<file path="src/rtl/ascon_pkg.sv">
// Shared definitions for the ASCON-128 decrypt/verify engine.
//   ASCON_IV    : ASCON-128 initial value word
//   PAD_WORD    : padding word XORed into x0 after the last full block
//   PA_DEFAULT  : rounds of p^a (initialisation, finalisation)
//   PB_DEFAULT  : rounds of p^b (per AD / CT block)
//   state_e     : control FSM states
//   rc(i)       : round constant for round index i of the 12-round schedule
//   ror64(v,n)  : 64-bit rotate right
package ascon_pkg;

  localparam logic [63:0] ASCON_IV   = 64'h80400c0600000000;
  localparam logic [63:0] PAD_WORD   = 64'h8000_0000_0000_0000;
  localparam int unsigned PA_DEFAULT = 12;
  localparam int unsigned PB_DEFAULT = 6;

  typedef enum logic [3:0] {
    ST_IDLE,
    ST_INIT,
    ST_AD_WAIT,
    ST_AD_PERM,
    ST_AD_PAD,
    ST_CT_WAIT,
    ST_CT_PERM,
    ST_FINAL,
    ST_CHECK
  } state_e;

  // c_i = {0xF - i, i}; p^b uses the tail of the same schedule (i = 6..11)
  function automatic logic [7:0] rc(input logic [3:0] i);
    return {4'hF - i, i};
  endfunction

  function automatic logic [63:0] ror64(input logic [63:0] v, input int unsigned n);
    return (v >> n) | (v << (64 - n));
  endfunction

endpackage

</file>
<file path="src/rtl/ascon_round.sv">
// One combinational ASCON permutation round.
//   s_in  [319:0] : state {x0,x1,x2,x3,x4}, x0 in the top word
//   rcon  [7:0]   : round constant, XORed into the low byte of x2
//   s_out [319:0] : state after constant addition, S-box layer, linear layer
module ascon_round
  import ascon_pkg::*;
(
  input  logic [319:0] s_in,
  input  logic [7:0]   rcon,
  output logic [319:0] s_out
);

  logic [63:0] a0, a1, a2, a3, a4;
  logic [63:0] b0, b1, b2, b3, b4;
  logic [63:0] c0, c1, c2, c3, c4;

  always_comb begin
    // constant addition folded into the S-box input XORs
    a0 = s_in[319:256] ^ s_in[63:0];
    a1 = s_in[255:192];
    a2 = s_in[191:128] ^ {56'd0, rcon} ^ s_in[255:192];
    a3 = s_in[127:64];
    a4 = s_in[63:0] ^ s_in[127:64];
    // chi-like core of the 5-bit S-box, bit-sliced over 64 columns
    b0 = a0 ^ (~a1 & a2);
    b1 = a1 ^ (~a2 & a3);
    b2 = a2 ^ (~a3 & a4);
    b3 = a3 ^ (~a4 & a0);
    b4 = a4 ^ (~a0 & a1);
    // S-box output XORs; x1 and x3 use x0/x2 before their own updates
    c0 = b0 ^ b4;
    c1 = b1 ^ b0;
    c2 = ~b2;
    c3 = b3 ^ b2;
    c4 = b4;
    s_out = {c0 ^ ror64(c0, 19) ^ ror64(c0, 28),
             c1 ^ ror64(c1, 61) ^ ror64(c1, 39),
             c2 ^ ror64(c2, 1)  ^ ror64(c2, 6),
             c3 ^ ror64(c3, 10) ^ ror64(c3, 17),
             c4 ^ ror64(c4, 7)  ^ ror64(c4, 41)};
  end

endmodule

</file>
<file path="src/rtl/ascon_decrypt_verify.sv">
// Sequential ASCON-128 decryption and tag verification, one round per clock
// (two per clock when ASCON_UNROLL2_EN is defined). Full 64-bit blocks only.
// Plaintext is released before the tag is checked; discard it if tag_ok=0.
//   clk, rst_n                 : clock (rising edge), async active-low reset
//   start                      : begin operation, accepted only in IDLE
//   key, nonce, tag_in         : 128-bit operands, sampled on accepted start
//   ad_none, ct_none           : empty AD / CT flags, sampled on accepted start
//   ad_valid/ready/last/data   : associated-data stream
//   ct_valid/ready/last/data   : ciphertext stream
//   pt_valid, pt_data          : plaintext block, one-cycle pulse
//   busy                       : high whenever not IDLE
//   done                       : one-cycle pulse at end of operation
//   tag_ok                     : tag compare result, valid with done
// Macro ASCON_UNROLL2_EN: chain two round instances per cycle.
module ascon_decrypt_verify
  import ascon_pkg::*;
#(
  parameter int unsigned PA_ROUNDS = PA_DEFAULT,
  parameter int unsigned PB_ROUNDS = PB_DEFAULT,
  parameter logic [63:0] IV        = ASCON_IV
) (
  input  logic         clk,
  input  logic         rst_n,
  input  logic         start,
  input  logic [127:0] key,
  input  logic [127:0] nonce,
  input  logic [127:0] tag_in,
  input  logic         ad_none,
  input  logic         ct_none,
  input  logic         ad_valid,
  output logic         ad_ready,
  input  logic         ad_last,
  input  logic [63:0]  ad_data,
  input  logic         ct_valid,
  output logic         ct_ready,
  input  logic         ct_last,
  input  logic [63:0]  ct_data,
  output logic         pt_valid,
  output logic [63:0]  pt_data,
  output logic         busy,
  output logic         done,
  output logic         tag_ok
);

`ifdef ASCON_UNROLL2_EN
  localparam int unsigned R = 2;
`else
  localparam int unsigned R = 1;
`endif
  localparam logic [3:0] RSTEP    = 4'(R);
  localparam logic [3:0] PA_START = 4'(12 - PA_ROUNDS);
  localparam logic [3:0] PB_START = 4'(12 - PB_ROUNDS);
  localparam logic [3:0] RND_LAST = 4'(12 - R);

  state_e       fsm;
  logic [319:0] st;
  logic [63:0]  k0, k1;
  logic [127:0] tag_r;
  logic         ad_none_r, ct_none_r, ad_last_r, ct_last_r;
  logic [3:0]   rnd;
  logic         last_rnd;

  logic [319:0] r0_out, perm_out;
  logic [319:0] key_tail, key_mid, pad_x0, leave_ad;

  ascon_round u_round0 (.s_in(st), .rcon(rc(rnd)), .s_out(r0_out));

`ifdef ASCON_UNROLL2_EN
  ascon_round u_round1 (.s_in(r0_out), .rcon(rc(rnd + 4'd1)), .s_out(perm_out));
`else
  assign perm_out = r0_out;
`endif

  assign last_rnd = (rnd == RND_LAST);
  assign key_tail = {192'd0, k0, k1};
  assign key_mid  = {64'd0, k0, k1, 128'd0};
  assign pad_x0   = {PAD_WORD, 256'd0};

  // Every XOR that belongs between two permutations is folded into the
  // write of the preceding permutation's last round, so no cycle is spent
  // on the key / padding / domain-separation steps.
  always_comb begin
    leave_ad = perm_out ^ {256'd0, 64'd1};
    if (fsm == ST_INIT) leave_ad = leave_ad ^ key_tail;
    if (ct_none_r)      leave_ad = leave_ad ^ pad_x0 ^ key_mid;
  end

  always_ff @(posedge clk or negedge rst_n) begin
    if (!rst_n) begin
      fsm       <= ST_IDLE;
      st        <= '0;
      k0        <= '0;
      k1        <= '0;
      tag_r     <= '0;
      ad_none_r <= 1'b0;
      ct_none_r <= 1'b0;
      ad_last_r <= 1'b0;
      ct_last_r <= 1'b0;
      rnd       <= '0;
      busy      <= 1'b0;
      done      <= 1'b0;
      tag_ok    <= 1'b0;
      pt_valid  <= 1'b0;
      pt_data   <= '0;
      ad_ready  <= 1'b0;
      ct_ready  <= 1'b0;
    end else begin
      done     <= 1'b0;
      pt_valid <= 1'b0;
      case (fsm)
        ST_IDLE: begin
          if (start) begin
            st        <= {IV, key, nonce};
            k0        <= key[127:64];
            k1        <= key[63:0];
            tag_r     <= tag_in;
            ad_none_r <= ad_none;
            ct_none_r <= ct_none;
            rnd       <= PA_START;
            tag_ok    <= 1'b0;
            busy      <= 1'b1;
            fsm       <= ST_INIT;
          end
        end
        ST_INIT, ST_AD_PAD: begin
          rnd <= rnd + RSTEP;
          if (!last_rnd) begin
            st <= perm_out;
          end else if (fsm == ST_INIT && !ad_none_r) begin
            st       <= perm_out ^ key_tail;
            ad_ready <= 1'b1;
            fsm      <= ST_AD_WAIT;
          end else begin
            st  <= leave_ad;
            rnd <= PA_START;
            if (ct_none_r) begin
              fsm <= ST_FINAL;
            end else begin
              ct_ready <= 1'b1;
              fsm      <= ST_CT_WAIT;
            end
          end
        end
        ST_AD_WAIT: begin
          if (ad_valid) begin
            st[319:256] <= st[319:256] ^ ad_data;
            ad_last_r   <= ad_last;
            ad_ready    <= 1'b0;
            rnd         <= PB_START;
            fsm         <= ST_AD_PERM;
          end
        end
        ST_AD_PERM: begin
          rnd <= rnd + RSTEP;
          if (!last_rnd) begin
            st <= perm_out;
          end else if (ad_last_r) begin
            st  <= perm_out ^ pad_x0;
            rnd <= PB_START;
            fsm <= ST_AD_PAD;
          end else begin
            st       <= perm_out;
            ad_ready <= 1'b1;
            fsm      <= ST_AD_WAIT;
          end
        end
        ST_CT_WAIT: begin
          if (ct_valid) begin
            pt_data     <= st[319:256] ^ ct_data;
            pt_valid    <= 1'b1;
            st[319:256] <= ct_data;
            ct_last_r   <= ct_last;
            ct_ready    <= 1'b0;
            rnd         <= PB_START;
            fsm         <= ST_CT_PERM;
          end
        end
        ST_CT_PERM: begin
          rnd <= rnd + RSTEP;
          if (!last_rnd) begin
            st <= perm_out;
          end else if (ct_last_r) begin
            st  <= perm_out ^ pad_x0 ^ key_mid;
            rnd <= PA_START;
            fsm <= ST_FINAL;
          end else begin
            st       <= perm_out;
            ct_ready <= 1'b1;
            fsm      <= ST_CT_WAIT;
          end
        end
        ST_FINAL: begin
          rnd <= rnd + RSTEP;
          if (!last_rnd) begin
            st <= perm_out;
          end else begin
            st  <= perm_out ^ key_tail;
            fsm <= ST_CHECK;
          end
        end
        ST_CHECK: begin
          tag_ok <= (st[127:0] == tag_r);
          done   <= 1'b1;
          busy   <= 1'b0;
          fsm    <= ST_IDLE;
        end
        default: fsm <= ST_IDLE;
      endcase
    end
  end

endmodule

</file>
<file path="config.mk">
export PLATFORM = sky130hd
export DESIGN_NAME = ascon_decrypt_verify
export DESIGN_NICKNAME = d
export VERILOG_FILES = /design/src/rtl/ascon_pkg.sv /design/src/rtl/ascon_round.sv /design/src/rtl/ascon_decrypt_verify.sv
export SDC_FILE = /design/constraint.sdc
export NUM_CORES = 2
export LEC_CHECK = 0
export ABC_CLOCK_PERIOD_IN_PS = 2700
export CORE_ASPECT_RATIO = 0.6
export CORE_MARGIN = 3
export CORE_UTILIZATION = 52
export CTS_CLUSTER_DIAMETER = 80
export DETAILED_ROUTE_END_ITERATION = 12
export HOLD_SLACK_MARGIN = 0.06
export PLACE_DENSITY = 0.78
export SLEW_MARGIN = 20
export SYNTH_ARGS = -nofsm -noshare
export SYNTH_HDL_FRONTEND = slang
export SYNTH_SLANG_ARGS = --single-unit
</file>
<file path="constraint.sdc">
create_clock -name clk -period 2.7 [get_ports clk]
set_clock_uncertainty 0.2 [all_clocks]
set_input_delay 0.54 -clock clk [delete_from_list [all_inputs] [get_ports clk]]
set_output_delay 0.54 -clock clk [all_outputs]
set_load 0.05 [all_outputs]
</file>
==> reports/qor.yml <==
dp_slack_ns: -0.198
cap_violations: 0
wl_mm: 282
die_w_um: 406
grt_use_met2_pct: 70.0
crit_slowest_cell: "dfrtp_2"
fmax_ghz: 0.360
reg2reg_slack_ns: -0.07
synth_flop_cell: "dfrtp_1"
io_buffers: 590
seq_area_frac_synth_pct: 33.0
clock_sinks: 658
use_met1_pct: 68.7
finalHoldViolations: 0
placement_rows: 87
crit_end: "st[76]"
grt_max_degree: 88
hold_slack_ns: 0.145
async_reset_ff_share_pct: 100
ff2ff_path_depth: 12
cp_cell_sequence: "buf_6, buf_4, and3b_2, buf_8, a21oi_1, o31ai_4, buf_12, buf_12, clkbuf_16, nand2_1, mux2i_1, o21ai_1"
worstSetupStartpointType: "flop"
yosysTopAreaCell: "dfrtp_1"
end_kind: "flop"
r2r_end: "st[76]"
h-tree-depth: 3
final_nets: 7430
insertion_delay_ns: 0.71
violations: "negative setup slack"
root_buffer: "clkbuf_16"
dr.pass1.iters: 9
crit_path_max_incr_delay_ns: 0.41
cp.arrival_ns: 3.16
crit_start: "rnd[3]"
synthToLayoutAreaGrowth_pct: 39.4
hp-class: "primary input to asynchronous set/reset pin"
num_io_pins: 591
slew_headroom_pct: 34.7
antenna_found_initial: 23
gp_congestion: 1.16
drv_slew: 0
core_area_um2: 94500
period_needed_ns: 2.77
crit_type: "flop to flop"
overflow: 0
setup_viol: 34
rr_startpoint: "rnd[3]"
track_usage_pct: 54.8
drive_gt1_share_pct: 21.0
grt_busiest_layer: "met2"
cts.path.max_buffers: 3
tns_ns: -0.780
yosysWarnings: 0
tightest_slew_ns: 0.976
clkSlewWorstSetupHoldPaths_ns: 0.07
syn_area_per_cell_um2: 9.31
rsz0062_at_grt: "true"
crit_top_cell: "buf_12"
fin_crit_sh_pct: 103
drtIter0Drc: 8527
postRouteAntennaNets: 0
die_h_um: 246
syn_area_um2: 49900
synth_cell_type_count: 73
ys_ff_latch: 658
synth_area_leaders: "dfrtp_1, xnor2_1, xnor3_1"
die-area_um2: 99700
dp_hpwl_mm: 229
synth_nets: 6006
dpl.cell_count: 7918
yosysTopAreaCellShare_pct: 33.0
initial_utilization_pct: 52.8
status: "finished, violations left"
fin_ws_ns: -0.0748
wire_per_inst_um: 34.9
via_count: 52300
grt_pass1_wl_mm: 376
syn_inst: 5356
critPathRequiredTime_ns: 3.08
cts_tree: "done"
vias_per_cell: 6.46
final_cell_count_no_fill: 8098
cp_max_fo: 7
synth_edf_count: 0
grt_pass1_vias: 48600
cts_inserted_buffers: 71
drc: 0
grt.met3_usage_pct: 34.4
[layout by cell type, fill, tap and decap left out, types with 82 or more instances in the layout]
| cell | count |
|---|---|
| buf_4 | 876 |
| and3_1 | 104 |
| nor2_1 | 157 |
| mux2i_1 | 141 |
| o21ai_0 | 268 |
| ha_1 | 125 |
| clkdlybuf4s50_1 | 587 |
| xnor3_1 | 191 |
| clkbuf_16 | 82 |
| dfrtp_1 | 636 |
| and2_1 | 119 |
| a21oi_1 | 349 |
| nand2_1 | 1229 |
| xnor2_2 | 84 |
| xnor2_1 | 499 |
| buf_12 | 150 |
| inv_1 | 199 |
| o211ai_1 | 87 |
| xor2_1 | 144 |
[state kept, by name, indices dropped and copies added, names as in the netlist]
| register | flops |
|---|---|
| ad_last_r | 1 |
| ad_none_r | 1 |
| ad_ready | 1 |
| busy | 1 |
| ct_last_r | 1 |
| ct_none_r | 1 |
| ct_ready | 1 |
| done | 1 |
| fsm | 4 |
| k0 | 64 |
| k1 | 64 |
| pt_data | 64 |
| pt_valid | 1 |
| rnd | 4 |
| st | 320 |
| tag_ok | 1 |
| tag_r | 128 |
[layout make-up]
type	instances	area [um2]
inverter	200	752
fill	6841	25000
tap	1246	1560
sequential	658	16500
timing repair buffer	1646	16000
antenna	17	42.5
clock inverter	37	485
clock buffer	91	1980
multi-input combinational	4203	32200
[logic make-up after synthesis]
logic type,share of synthesized area [%]
and+or+nand+nor,15.0
xor gates and xnor gates,26.9
AOI/OAI and AO/OA,13.0
DFF,33.0
buffers and inverters,4.15
adders and majority gates,4.42
muxes,3.57
[per-stage QoR]
step / cell area, um2 / util, %
after detailed placement: 65700 / 69.5
after global routing: 69500 / 73.5
after CTS: 68400 / 72.4
final: 69500 / 73.6
after global placement: 65700 / 69.5
after floorplan: 49900 / -
[synth_stat cells (3+ instances only)]
cell	instances
nand2b_1	17
nor2_1	161
buf_1	12
nand3b_1	8
xor3_1	51
xnor3_1	211
xnor2_2	38
dfrtp_1	658
o31ai_1	4
a21oi_1	355
nand4_1	28
a32oi_1	58
a22oi_1	28
xnor2_1	550
and3_1	106
buf_4	10
nand2_1	1232
a21o_1	65
inv_1	199
nor4_1	11
o21a_1	40
xor2_2	37
ha_1	129
o21ai_1	7
mux2_1	5
a221oi_1	9
nand2_2	3
a22o_1	3
mux2_2	24
o21ai_0	280
mux2i_1	145
buf_2	119
xor2_1	155
and2_1	119
o221ai_1	57
clkbuf_1	150
o211ai_1	87
buf_6	3
and3b_1	3
a221o_1	26
nor3_1	15
maj3_1	59
nand3_1	41
[layer usage]
layer	part of all wire [%]	vias to the layer above
met5	0.32	-
met4	7.9	39
met3	19	1060
met2	37	4665
met1	36	25500
li1	-	21000
[worst min-delay path by stage]
stage,endpoint,cells past startpoint
after detailed placement,pt_data[49],1
after CTS,st[181],2
after floorplan,ad_last_r,0
after global routing,k0[51],2
final,st[181],2
after global placement,pt_data[59],1
[timing repair]
item | CTS | global route
endpoints found under the hold margin | 264 | 0
hold buffers | 1 | 0
pin swaps | 8 | 43
setup buffers | 3 | 23
gates cloned | 0 | 10
setup endpoints to repair | 304 | 148
gates resized for setup | 55 | 126
[worst max-delay path, delay by kind of cell, from the launching register on]
family	cells	cell delay (ns)
and+or+nand+nor	2	0.33
AOI/OAI and AO/OA	3	0.49
DFF	1	0.41
buffers and inverters	6	1.00
muxes	1	0.21
Power is left out: the tool's default activity adds up to more than one toggle a clock period on the data nets, which glitch-free logic cannot reach.
